[config.mk]
export PLATFORM = sky130hd
export DESIGN_NAME = pipe_stage_skid
export DESIGN_NICKNAME = d
export VERILOG_FILES = /design/src/rtl/pipe_stage_skid.sv
export SDC_FILE = /design/constraint.sdc
export NUM_CORES = 1
export LEC_CHECK = 0
export BUFFER_PORTS_ARGS = -buffer_cell sky130_fd_sc_hd__buf_2
export CORE_ASPECT_RATIO = 0.5
export CORE_MARGIN = 8
export CORE_UTILIZATION = 35
export CTS_CLUSTER_SIZE = 30
export DETAILED_ROUTE_END_ITERATION = 6
export PLACE_DENSITY = 0.63
export SYNTH_ARGS = -nofsm -noshare
export SYNTH_HDL_FRONTEND = slang
export SYNTH_SLANG_ARGS = --single-unit
[constraint.sdc]
create_clock -name clk -period 3.9 [get_ports clk]
set_input_delay 0.39 -clock clk [delete_from_list [all_inputs] [get_ports clk]]
set_output_delay 0.39 -clock clk [all_outputs]
set_load 0.02 [all_outputs]
[src/rtl/pipe_stage_skid.sv]
// Pipeline register stage with a one-entry skid buffer.
// Holds up to two beats (main, skid) so that upstream can be told "not ready"
// one cycle late without losing data. stall freezes both sides; flush empties
// the stage and counts what it threw away in a saturating 16-bit counter.
module pipe_stage_skid #(
  parameter int                DATA_W      = 96,
  parameter int                CTRL_W      = 16,
  parameter logic [CTRL_W-1:0] BUBBLE_CTRL = '0
) (
  input  logic              clk,
  input  logic              reset,
  input  logic              in_valid,
  output logic              in_ready,
  input  logic [CTRL_W-1:0] in_ctrl,
  input  logic [DATA_W-1:0] in_data,
  input  logic              stall,
  input  logic              flush,
  output logic              out_valid,
  input  logic              out_ready,
  output logic [CTRL_W-1:0] out_ctrl,
  output logic [DATA_W-1:0] out_data,
  output logic [1:0]        occupancy,
  output logic [15:0]       drop_count
);

  typedef enum logic [1:0] {
    ST_EMPTY = 2'd0,
    ST_ONE   = 2'd1,
    ST_FULL  = 2'd2
  } state_t;

  state_t              state_reg, state_next;
  logic [CTRL_W-1:0]   main_ctrl_reg, main_ctrl_next;
  logic [DATA_W-1:0]   main_data_reg, main_data_next;
  logic [CTRL_W-1:0]   skid_ctrl_reg, skid_ctrl_next;
  logic [DATA_W-1:0]   skid_data_reg, skid_data_next;
  logic [15:0]         drop_count_reg, drop_count_next;

  logic                accept;
  logic                emit;
  logic [16:0]         drop_sum;

  // Handshake outputs; stall hides both sides so no transfer can happen.
  always_comb begin
    in_ready  = (state_reg != ST_FULL) && !stall;
    out_valid = (state_reg != ST_EMPTY) && !stall;
    out_ctrl  = out_valid ? main_ctrl_reg : BUBBLE_CTRL;
    out_data  = main_data_reg;
    accept    = in_valid && in_ready && !flush;
    emit      = out_valid && out_ready && !flush;
  end

  // Occupancy is a direct decode of the state.
  always_comb begin
    occupancy = 2'd0;
    case (state_reg)
      ST_ONE:  occupancy = 2'd1;
      ST_FULL: occupancy = 2'd2;
      default: occupancy = 2'd0;
    endcase
  end

  assign drop_count = drop_count_reg;

  // Beats lost on a flush: everything held plus the beat on the input.
  assign drop_sum = {1'b0, drop_count_reg} + {15'd0, occupancy} + {16'd0, in_valid};

  // Next-state, payload and counter logic; flush overrides everything else.
  always_comb begin
    state_next      = state_reg;
    main_ctrl_next  = main_ctrl_reg;
    main_data_next  = main_data_reg;
    skid_ctrl_next  = skid_ctrl_reg;
    skid_data_next  = skid_data_reg;
    drop_count_next = drop_count_reg;

    if (flush) begin
      state_next      = ST_EMPTY;
      main_ctrl_next  = '0;
      main_data_next  = '0;
      skid_ctrl_next  = '0;
      skid_data_next  = '0;
      drop_count_next = drop_sum[16] ? 16'hFFFF : drop_sum[15:0];
    end else begin
      case (state_reg)
        ST_EMPTY: begin
          if (accept) begin
            state_next     = ST_ONE;
            main_ctrl_next = in_ctrl;
            main_data_next = in_data;
          end
        end
        ST_ONE: begin
          if (accept && emit) begin
            main_ctrl_next = in_ctrl;
            main_data_next = in_data;
          end else if (accept) begin
            state_next     = ST_FULL;
            skid_ctrl_next = in_ctrl;
            skid_data_next = in_data;
          end else if (emit) begin
            state_next = ST_EMPTY;
          end
        end
        ST_FULL: begin
          // in_ready is low here, so only the drain side can move.
          if (emit) begin
            state_next     = ST_ONE;
            main_ctrl_next = skid_ctrl_reg;
            main_data_next = skid_data_reg;
          end
        end
        default: begin
          state_next = ST_EMPTY;
        end
      endcase
    end
  end

  // State and payload registers; reset wins over flush and loses contents uncounted.
  always_ff @(posedge clk) begin
    if (reset) begin
      state_reg      <= ST_EMPTY;
      main_ctrl_reg  <= '0;
      main_data_reg  <= '0;
      skid_ctrl_reg  <= '0;
      skid_data_reg  <= '0;
      drop_count_reg <= '0;
    end else begin
      state_reg      <= state_next;
      main_ctrl_reg  <= main_ctrl_next;
      main_data_reg  <= main_data_next;
      skid_ctrl_reg  <= skid_ctrl_next;
      skid_data_reg  <= skid_data_next;
      drop_count_reg <= drop_count_next;
    end
  end

endmodule

# --- Word level (Yosys, flattened, before mapping) ---
# Index checks and enable logic that the tools add are counted.
op_classes:
  n_addsub: 2
  n_eq_ne: 8
  n_mux: 17
  bitwise_logic: 1
  n_reduce_logical: 16
ops:
  columns: ["op", "n"]
  rows:
  - ["$mux 96", 3]
  - ["$pmux 96 s3", 1]
  - ["$mux 16", 5]
  - ["$pmux 16 s3", 1]
  - ["$add 16x2->17", 1]
  - ["$add 17x1->17", 1]
  - ["$mux 2", 5]
  - ["$ne 2x2->1 const B", 5]
  - ["$reduce_and 4->1", 2]
  - ["$logic_and 1x1->1", 7]
  - ["$pmux 2 s3", 1]
  - ["$pmux 2 s2", 1]
  - ["$ne 3x3->1 const B", 1]
  - ["$reduce_and 3->1", 1]
  - ["$reduce_bool 3->1", 1]
  - ["$eq 2x1->1 const B", 1]
  - ["$eq 2x2->1 const B", 1]
  - ["$logic_not 1->1", 2]
  - ["$logic_not 2->1", 1]
  - ["$reduce_bool 2->1", 1]
  - ["$reduce_or 2->1", 1]
  - ["$not 1->1", 1]
totals:
  regBits: 242
  inputBits: 118
  output_inout_bits: 132
  elab_cells: 50

# --- Logic depth before layout (Yosys ltp) ---
# Gate-level depths: netlist (run 1).
depth:
  word_depth: 8
  depth_mapped: 9

# --- Least setup slack after synthesis (run 1) ---
# No wires, ideal clock.
synth_path:
  path_type: "reg-to-reg"
  from: "register state_reg[0]"
  to: "register drop_count_reg[10], in the netlist drop_count[10]"
  setup_ns: 0.070
  arrival_time_ns: 2.309
  required_ns: 3.830
  path_slack_ns: 1.520
  stages_incl_launch_ff: 9
  n_path_buf: 1
  period_less_slack_ns: 2.380
  cell_sequence: "dfxtp_1 > nor2b_1 > fa_1 > inv_1 > fa_1 > nor3_1 > nand3_1 > clkbuf_1 > a21oi_1"
synth_between:
  elab_chain_len: 5
  elab_cells_between_ends: 6
  classes_between: "add/sub: 2; eq/ne: 2; mux: 2"
synth_lines:
  columns: ["item", "line", "text"]
  rows:
  - ["from (decl)", "32", "state_t state_reg, state_next;"]
  - ["from (signal assigned)", "130", "state_reg <= state_next;"]
  - ["$eq 2x2->1 or $eq 2x1->1 (tied branches)", "56", "case (state_reg)"]
  - ["$pmux 2 s2 (*)", "56", null]
  - ["named net occupancy[0]", "22", "output logic [1:0] occupancy,"]
  - ["$add 16x2->17 (*)", "66", "assign drop_sum = {1'b0, drop_count_reg} + {15'd0, occupancy} + {16'd0, in_valid};"]
  - ["$add 17x1->17 (*)", "66", null]
  - ["$mux 16 (*)", "83", "drop_count_next = drop_sum[16] ? 16'hFFFF : drop_sum[15:0];"]
  - ["to (signal assigned)", "135", "drop_count_reg <= drop_count_next;"]
  - ["to (decl)", "37", "logic [15:0] drop_count_reg, drop_count_next;"]
# Mark *: on every way through the listed nets, which the timed path passes. The rest lies on a longest branch.
# A chain may end at the register's enable or synchronous reset.

# --- Worst setup path in the final report (run 1) ---
layout_path:
  from: "register state_reg[1]"
  to: "output out_ctrl[11]"
layout_between:
  elab_chain_len: 3
layout_lines:
  columns: ["item", "line", "text"]
  rows:
  - ["$reduce_bool 2->1", "46", "out_valid = (state_reg != ST_EMPTY) && !stall;"]
  - ["$logic_and 1x1->1", "46", null]
  - ["$mux 16", "47", "out_ctrl = out_valid ? main_ctrl_reg : BUBBLE_CTRL;"]
  - ["to (decl)", "20", "output logic [CTRL_W-1:0] out_ctrl,"]
# Every way passes these cells.

==> results.md, run 1 <==
* CP Depth at 4
* Maximum fanout along the worst path at 18
* Worst slew pin tran at 1140 ps
* CP Buf/Inv Count at 1
* Initial DRC Count at 510
* Pleak at 5.32 nW
* Ports at 250
* Remaining antenna violation count after routing at 0
* Comb power frac at 0.078
* Total Neg Setup Slack at 0 ps
* Final Power at 5.25 mW
* Pwr dens at 418 mW/mm2
* DRC at 0
* Status: finished clean
* RSZ-0062 raised after global routing: no
* Hold path cells at 3
* Buffers on Ports at 249
* Post-CTS sizing at 0
* Worst ir drop on vdd at 275 uV
* Cell area after synthesis at 0.0103 mm2
* Clk_skew at 16.5 ps
* Worst-path clk slew at 70 ps
* Async set or reset register ratio after synthesis at 0
* Core area at 0.0291 mm2
* Worst path slowest cell: nor2_1
* Syn_area_per_cell at 9.16 um2
* Sequential share of the synthesized area at 0.468
* Die H at 138 um
* Critical Path End Type: output port
* Post-CTS Hold Buffers at 0
* Top-count cell post-synth: dfxtp_1
* Die Wd at 259 um
* Largest cells by area after synthesis: dfxtp_1 (47%), a21oi_1 (12%), mux2i_1 (11%), a211oi_2 (9.7%), nand2_1 (8.5%)
* Final-report setup violation count at 0
* HPWL Detailed at 19,800 um
* Core Rows at 44
* Clk sinks at 242
* Vias at 8,982
* H-tree depth at 1
* Syn Inst Count at 1,130
* Hold crit path type: in2reg
* Total CTS buffers at 25
* Setup Buffers After CTS at 0
* Vias in the first global route at 8,783
* Post-Route WL at 30,800 um
* Slew Limit Fails at 0
* Family with the most delay on the worst path: simple AND/OR/NAND/NOR gates
* GRT Total Usage at 0.162
* #FFs+latches synth at 242
* Slowest Stage Delay on Critical Path at 860 ps
* Synth Flop Type: dfxtp_1
* Overflow after GRT at 0
* Hold_sp: in_data[90]
* Largest net degree at the start of global routing at 107
* FILL cells at 2,816
* Crit Path Class: reg2out
* Crit path top cell by count: nor2_1
* Yosys top cell by area: dfxtp_1
* Global-route wire length before repair at 47,500 um
* Area grow syn2layout at 21.5%
* Crit-path cells: nor2_1, nor2_1, and2_1, buf_2
* Fin crit period at 2780 ps
* Arrival @ worst endpoint at 2390 ps
* DR pass1 iterations at 5
* Type of origin of the critical path: flip-flop
* Root buf cell: clkbuf_16
* Switching power at 1.27 mW
* Sequential Area at 0.00484 mm2
* Vias per inst at 5.22
* Initial antenna violation count at 3
* Peak Freq at 0.360 GHz
* Post-Syn Nets at 1,251
* Final #Nets at 1,435
* Hold WS at 104 ps
* Clock Latency Late Sink at 530 ps
* Synthesis Warnings at 0
* Synth unique cells at 36
* Drt wl/cell at 17.9 um
* Clk pwr share at 0.442
* Final RePlAce weighted congestion at 0.805
* Reg power frac at 0.480
* Most frequent cells after synthesis: dfxtp_1 (242), a21oi_1 (241), nand2_1 (233)
* Critical R2R Launch: state_reg[0]
* Cell-internal power at 3.98 mW
* Area occupied by multi-input gates at 0.00503 mm2
* Slew headroom at 0.234
* Required time of the critical path at 3510 ps
* R2R depth at 7
* CTS tree: built
* Fin crit share at 0.712
* MaxCap Viol Count at 0
* Clock Path Buffers at 3
* Post-synth top area share at 0.468
* Post-synth EDFFs at 0
* Initial Utilization at 0.356
* Switching share of power at 0.242
* Hold Fails Final Rpt at 0
* Die area at 0.0357 mm2
* Layout cells sized above 1 at 0.288
* Crit. Startpoint: state_reg[1]
cells by family (layout without fill, tap and decap cells):
family / after synthesis / in the layout / synth area share
AND/OR/NAND/NOR: 290 / 290 / 0.116
adder cells (fa/ha/maj): 3 / 3 / 0.00508
buffers and inverters: 109 / 306 / 0.0491
XOR/XNOR: 11 / 11 / 0.00931
AO/OA/AOI/OAI: 361 / 361 / 0.242
flip-flops: 242 / 242 / 0.468
other: 0 / 3 / 0
multiplexers: 114 / 114 / 0.110
routing by layer:
metal / GRT usage / vias up / routed length, um
li1: - / 4336 / -
met1: 0.184 / 4386 / 12500
met2: 0.299 / 194 / 16000
met3: 0.0305 / 66 / 1280
met4: 0.0643 / 0 / 1050
met5: 0 / - / 0
cell usage in the layout, fill, tap and decap left out, types with 2 or more instances in the layout:
| cell type | netlist | routed |
|---|---|---|
| nor2b_1 | 2 | 2 |
| xor2_1 | 2 | 2 |
| nor2_1 | 11 | 10 |
| nand2_1 | 233 | 233 |
| nor3_1 | 6 | 6 |
| nand2b_1 | 3 | 2 |
| a31oi_1 | 2 | 2 |
| nor4_1 | 3 | 3 |
| xnor2_1 | 9 | 9 |
| mux2i_1 | 114 | 114 |
| diode_2 | 0 | 3 |
| fa_1 | 2 | 2 |
| a21oi_1 | 241 | 241 |
| a211oi_2 | 80 | 80 |
| buf_2 | 22 | 249 |
| buf_4 | 1 | 7 |
| dfxtp_1 | 242 | 242 |
| clkbuf_1 | 70 | 7 |
| nand4_1 | 4 | 4 |
| nand3_1 | 4 | 4 |
| inv_1 | 3 | 3 |
| clkbuf_16 | 0 | 25 |
| a211oi_1 | 33 | 33 |
| and2_1 | 17 | 16 |
| buf_12 | 0 | 6 |
| o21ai_0 | 2 | 2 |
| clkbuf_8 | 0 | 5 |
power by group through the flow:
| stage | Combinational [mW] | Clock (mW) | Sequential (mW) |
|---|---|---|---|
| floorplan | 0.219 | 0 | 2.60 |
| finish | 0.408 | 2.32 | 2.52 |
| global placement | 0.399 | 0 | 2.57 |
| detailed placement | 0.410 | 0 | 2.57 |
| global route | 0.442 | 2.51 | 2.52 |
| CTS | 0.411 | 2.40 | 2.52 |
final timing paths:
path                                          end  slack (ps)
worst max-delay path                 out_ctrl[11]        1120
worst min-delay path            skid_data_reg[90]         100
worst max register to register      drop_count[6]        1360
worst min register to register  skid_data_reg[76]         450
metrics by stage:
step / utilization / setup WS (ps) / area [um2] / cells
CTS: 0.432 / 1100 / 12600 / 1718
finish: 0.432 / 1120 / 12600 / 1721
global route: 0.432 / 947 / 12600 / 1721
detailed placement: 0.406 / 1400 / 11800 / 1678
floorplan: - / 1520 / 10300 / 1130
global placement: 0.406 / 1530 / 11800 / 1678
worst register-to-register path: cells and delay by family, from the launching register on:
family / cells / cell delay [ps]
flip-flops: 1 / 390
AND/OR/NAND/NOR: 3 / 1060
buffers and inverters: 1 / 60
adder cells (fa/ha/maj): 2 / 690
AO/OA/AOI/OAI: 1 / 270
cell type report:
cell class | instances | area share
Clock inverter | 3 | 0.00368
Sequential cell | 242 | 0.385
Clock buffer | 37 | 0.0573
Multi-Input combinational cell | 779 | 0.400
Inverter | 4 | 0.00119
Tap cell | 391 | 0.0389
Antenna cell | 3 | 0.000597
Timing Repair Buffer | 262 | 0.113
(Power assumes the default switching activity.)
==> inputs of run 2 (changes only) <==
==> constraint.sdc (replaced) <==
create_clock -name clk -period 2.7 [get_ports clk]
set_input_delay 0.27 -clock clk [delete_from_list [all_inputs] [get_ports clk]]
set_output_delay 0.27 -clock clk [all_outputs]
set_load 0.02 [all_outputs]
==> run 2 against run 1 <==
Non-clock buffer count increased by 119. Routed wire length is 5.7% higher. Highest routed layer unchanged. Cell area is 11% higher. Sequential power is 44% higher. Die area unchanged. Combinational power increased by 82%. Global-route usage grew 1.0 points. Largest cell class unchanged. Total power up 50%.
==> results.md, run 2 (synthesis results as in run 1) <==
* Initial DRC Count at 527 (+3.3%)
* Die Wd at 259 um (unchanged)
* Vias in the first global route at 9,736 (+11%)
* Largest net degree at the start of global routing at 115 (+7.5%)
* Clk sinks at 242 (unchanged)
* Setup Buffers After CTS at 0 (unchanged)
* Die area at 0.0357 mm2 (unchanged)
* Layout cells sized above 1 at 0.276 (-0.0118)
* Hold Fails Final Rpt at 0 (unchanged)
* DRT met1 WL at 13,200 um (+5.4%)
* Commonest non-fill, non-tap cell in the layout: buf_2
* Crit Path Class: reg2reg
* FILL cells at 2,676 (-5.0%)
* Drt wl/cell at 17.7 um (-1.3%)
* Worst-path clk slew at 60 ps (about the same)
* Fin crit share at 0.897
* Buffers on Ports at 249 (unchanged)
* Max Used Layer: met4
* Placed cell area at 0.0120 mm2 (+1.7%)
* HPWL Detailed at 20,400 um (+2.9%)
* Final RePlAce weighted congestion at 0.753 (-6.5%)
* Initial Utilization at 0.356 (unchanged)
* GRT Total Usage at 0.172 (+0.0100)
* DR pass1 iterations at 5 (unchanged)
* Remaining antenna violation count after routing at 0 (unchanged)
* Metal3 WL at 1140 um (-11%)
* Overflow after GRT at 0 (unchanged)
* Root buf cell: clkbuf_16
* CTS tree: built
* Type of origin of the critical path: flip-flop
* Area grow syn2layout at 34.3%
* Final #Nets at 1,553 (+8.2%)
* Pleak at 5.90 nW (+11%)
* Arrival @ worst endpoint at 2870 ps (+480 ps)
* Initial antenna violation count at 1 (-2)
* Required time of the critical path at 3150 ps (-360 ps)
* RSZ-0062 raised after global routing: no
* Total Neg Setup Slack at 0 ps (unchanged)
* Slew Limit Fails at 0 (unchanged)
* DRC at 0 (unchanged)
* Status: finished clean
* Core Rows at 44 (unchanged)
* Global-route wire length before repair at 50,700 um (+6.9%)
* MaxCap Viol Count at 0 (unchanged)
* Critical Path End Type: flip-flop
* Clock Path Buffers at 3 (unchanged)
* Hold crit path type: in2reg
* Slew headroom at 0.434 (+0.200)
* Fin crit period at 2420 ps
* Peak Freq at 0.413 GHz
* Worst slew pin tran at 850 ps (-295 ps)
* Most frequent cells in the layout: buf_2 (249), dfxtp_1 (242), a21oi_1 (241), nand2_1 (233), mux2i_1 (114)
* Worst ir drop on vdd at 369 uV (+34%)
* Post-Route WL at 32,500 um (+5.7%)
* Core area at 0.0291 mm2 (unchanged)
* Final-report setup violation count at 0 (unchanged)
* Ports at 250 (unchanged)
* Maximum fanout along the worst path at 12 (-6)
* Vias at 9,455 (+5.3%)
* Clock Latency Late Sink at 530 ps (about the same)
* H-tree depth at 1 (unchanged)
* Pwr dens at 568 mW/mm2 (+36%)
* Die H at 138 um (unchanged)
* Met2 wire length at 16,900 um (+6.0%)
* Total CTS buffers at 24 (-4.0%)
* Final instance area at 0.0139 mm2 (+11%)
* Clk_skew at 8.87 ps (-7.65 ps)
* Vias per inst at 5.13 (-1.6%)
run 2: final timing paths:
path | startpoint | to | slack [ps] | depth (start not counted)
worst min-delay path | in_data[82] | skid_data_reg[82] | 10 | 3
worst max-delay path | state_reg[0] | drop_count[11] | 280 | 7
worst max register to register | state_reg[0] | drop_count[11] | 280 | 7
worst min register to register | skid_data_reg[59] | skid_data_reg[59] | 450 | 2
run 2: critical path, stage by stage, from the launching register on:
cell and delay (ps):
dfxtp_1 400, nor2b_1 370, fa_1 260, inv_1 60
fa_1 440, nor3_1 340, nand3_2 280, a21oi_1 210
run 2: repair_timing:
item	4_1_cts	5_1_grt
endpoints found under the hold margin	106	1
hold buffers	106	1
gates resized for setup	0	1
endpoints found under the setup margin	0	12
run 2: power breakdown:
part | internal (mW) | total (mW) | switching, mW
sequential | 3.61 | 3.64 | 0.0258
combinational | 0.321 | 0.744 | 0.422
clock | 2.07 | 3.51 | 1.44
run 2: final cells by class:
type	instances	area, um2	area share
Clock buffer	37	741	0.0533
Inverter	4	15.0	0.00108
Multi-Input combinational cell	779	5030	0.362
Timing Repair Buffer	381	2690	0.194
Sequential cell	242	4840	0.348
Tap cell	391	489	0.0352
Clock inverter	6	82.6	0.00594
Antenna cell	2	5.00	0.000360
run 2: stage by stage:
stage / power (mW) / hold slack [ps] / instances / worst slack [ps] / util
floorplan: 4.07 / 406 / 1130 / 320 / -
global placement: 4.32 / 441 / 1690 / 328 / 0.413
detailed placement: 4.34 / 446 / 1690 / 209 / 0.413
CTS: 7.99 / 0.398 / 1839 / 201 / 0.478
global route: 8.19 / 0.225 / 1841 / 57.6 / 0.478
finish: 7.89 / 10.1 / 1842 / 278 / 0.478
run 2: layer usage:
| layer | vias to the layer above | global-route usage |
|---|---|---|
| li1 | 4573 | - |
| met1 | 4580 | 0.192 |
| met2 | 220 | 0.320 |
| met3 | 82 | 0.0291 |
| met4 | 0 | 0.0779 |
| met5 | - | 0 |
==> inputs of run 3 (changes only) <==
==> constraint.sdc (replaced) <==
create_clock -name clk -period 2.35 [get_ports clk]
set_input_delay 0.235 -clock clk [delete_from_list [all_inputs] [get_ports clk]]
set_output_delay 0.235 -clock clk [all_outputs]
set_load 0.02 [all_outputs]
==> run 3 against run 2 <==
Clock power up 13%. Sequential share of layout area barely moved. Register-to-register slack worse by 120 ps. Critical endpoint is now drop_count[5]. Cell area is essentially flat. Flip-flop and latch count stayed put. Utilization hardly changed. Via count increased by 0.77%. Worst setup slack worse by 120 ps. Combinational power up 16%. Final cell count increased by 0.54%. Sequential power rose by 15%. Fmax rose by 11%.
==> results.md, run 3 (synthesis results as in run 1) <==
* HPWL Detailed at 20,100 um (-1.4%)
* Global-route wire length before repair at 51,200 um (+0.87%)
* Die Wd at 259 um (unchanged)
* Post-CTS sizing at 0 (unchanged)
* FILL cells at 2,728 (+1.9%)
* Final-report setup violation count at 0 (unchanged)
* Worst ir drop on vdd at 417 uV (+13%)
* Total CTS buffers at 24 (unchanged)
* Layout cells sized above 1 at 0.276 (-0.000451)
* MaxCap Viol Count at 0 (unchanged)
* Largest net degree at the start of global routing at 114 (-0.87%)
* Ports at 250 (unchanged)
* Setup Buffers After CTS at 0 (unchanged)
* Hold crit path type: in2reg
* Fin crit period at 2190 ps (-233 ps)
* CTS tree: built
* Total Neg Setup Slack at 0 ps (unchanged)
* Slew headroom at 0.410 (-0.0234)
* Area grow syn2layout at 34.3% (about the same)
* Grt peak-use layer: met2
* Switching power at 2.21 mW (+17%)
* Clk sinks at 242 (unchanged)
* DRC at 0 (unchanged)
* Cell-internal power at 6.80 mW (+13%)
* Post-Route WL at 32,800 um (+0.91%)
* Reg power frac at 0.464 (+0.003)
* Core Rows at 44 (unchanged)
* Slew Limit Fails at 0 (unchanged)
* Dpl ws at 193 ps (-16.2 ps)
* Die area at 0.0357 mm2 (unchanged)
* Vias at 9,528 (+0.77%)
* Core area at 0.0291 mm2 (unchanged)
* Status: finished clean
* Required time of the critical path at 2820 ps (-330 ps)
* Comb power frac at 0.095 (about the same)
* Hold path cells at 2 (-1)
* Fin crit share at 0.931 (+0.0344)
* Drt wl/cell at 17.7 um (+0.37%)
* GRT Total Usage at 0.174 (+0.00235)
* Type of origin of the critical path: flip-flop
* Peak Freq at 0.457 GHz (+11%)
* Switching share of power at 0.245 (+0.00640)
* Maximum fanout along the worst path at 8 (-4)
* Clock Path Buffers at 3 (unchanged)
* DR pass1 iterations at 4 (-1)
* Pleak at 5.89 nW (-0.14%)
* R2R depth at 8 (+1)
* Arrival @ worst endpoint at 2650 ps (-220 ps)
* Root buf cell: clkbuf_16
* Most frequent cells in the layout: buf_2 (249), dfxtp_1 (242), a21oi_1 (241), nand2_1 (233), mux2i_1 (114)
* Remaining antenna violation count after routing at 0 (unchanged)
* Final #Nets at 1,558 (+0.32%)
* Met1 Use GR at 0.198 (+0.00590)
* Buffers on Ports at 249 (unchanged)
* Crit Path Class: reg2reg
* Worst-path clk slew at 60 ps (about the same)
* RSZ-0062 raised after global routing: no
* Hold Fails Final Rpt at 0 (unchanged)
* Overflow after GRT at 0 (unchanged)
* H-tree depth at 1 (unchanged)
* Vias per inst at 5.14 (+0.23%)
* Clock Latency Late Sink at 530 ps (about the same)
* Met3 usage at 0.0324 (+0.00329)
* Final RePlAce weighted congestion at 0.780 (+3.7%)
* Clk_skew at 18.7 ps (+9.82 ps)
* Pwr dens at 648 mW/mm2 (+14%)
* Clk pwr share at 0.441 (-0.004)
* Initial antenna violation count at 4 (+3)
* Worst setup margin at 161 ps (-117 ps)
* Critical Path End Type: flip-flop
* Initial Utilization at 0.356 (unchanged)
* Initial DRC Count at 529 (+0.38%)
* Met2 Track Usage GR at 0.322 (+0.00218)
* Worst slew pin tran at 885 ps (+35.1 ps)
* Commonest non-fill, non-tap cell in the layout: buf_2
* Die H at 138 um (unchanged)
* Vias in the first global route at 9,605 (-1.3%)
## run 3: cell types whose count changed in the layout (fill, tap and decap cells not counted), moves of 2 or more
cell	before	now
buf_4	10	14
buf_12	15	11
diode_2	2	6
clkbuf_8	7	5
dlygate4sd3_1	107	112
clkinv_4	0	2
## run 3: power by group through the flow
stage / sequential [mW] / combinational [mW] / clock (mW)
final: 4.18 / 0.860 / 3.97
after global routing: 4.18 / 0.923 / 4.27
after CTS: 4.18 / 0.856 / 4.09
after detailed placement: 4.27 / 0.705 / 0
after global placement: 4.27 / 0.685 / 0
after floorplan: 4.32 / 0.364 / 0
## run 3: timing repair
item,CTS,global route
endpoints found under the hold margin,112,0
hold buffers,112,0
endpoints found under the setup margin,0,0
## run 3: path summary, 6_finish.rpt
check,startpoint,endpoint,slack [ps]
setup reg to reg,state_reg[0],drop_count[5],160
hold reg to reg,skid_data_reg[77],skid_data_reg[77],450
hold / removal,reset,drop_count[13],60
setup / recovery,state_reg[0],drop_count[5],160
## run 3: area by class of cell
class                      instances  area, um2  area share
tap                              391        489      0.0352
clock buffer                      34        688      0.0495
inverter                           4       15.0     0.00108
multi-input combinational        779       5030       0.362
clock inverter                    10        121     0.00873
antenna                            6       15.0     0.00108
sequential                       242       4840       0.349
timing repair buffer             386       2690       0.194
## run 3: per-layer routing
layer | vias up | part of all wire
met3 | 85 | 0.039
li1 | 4589 | -
met5 | - | 0
met2 | 241 | 0.52
met4 | 0 | 0.036
met1 | 4613 | 0.40
## run 3: worst max-delay path, cell delays in order (launching register included)
cell,delay [ps]
dfxtp_1,390
nor2b_2,220
fa_1,220
inv_1,60
fa_1,450
nor3_1,300
nand3_1,160
buf_4,190
a21oi_1,130
## run 3: per-stage QoR
step                utilization  total power [mW]  instance area (um2)  hold WS [ps]  cells
floorplan                     -              4.68                10400           371   1130
global placement          0.411              4.95                12000           441   1690
detailed placement        0.411              4.98                12000           446   1690
CTS                       0.478              9.12                13900          23.6   1846
global route              0.478              9.37                13900          62.8   1850
finish                    0.478              9.01                13900          63.1   1852
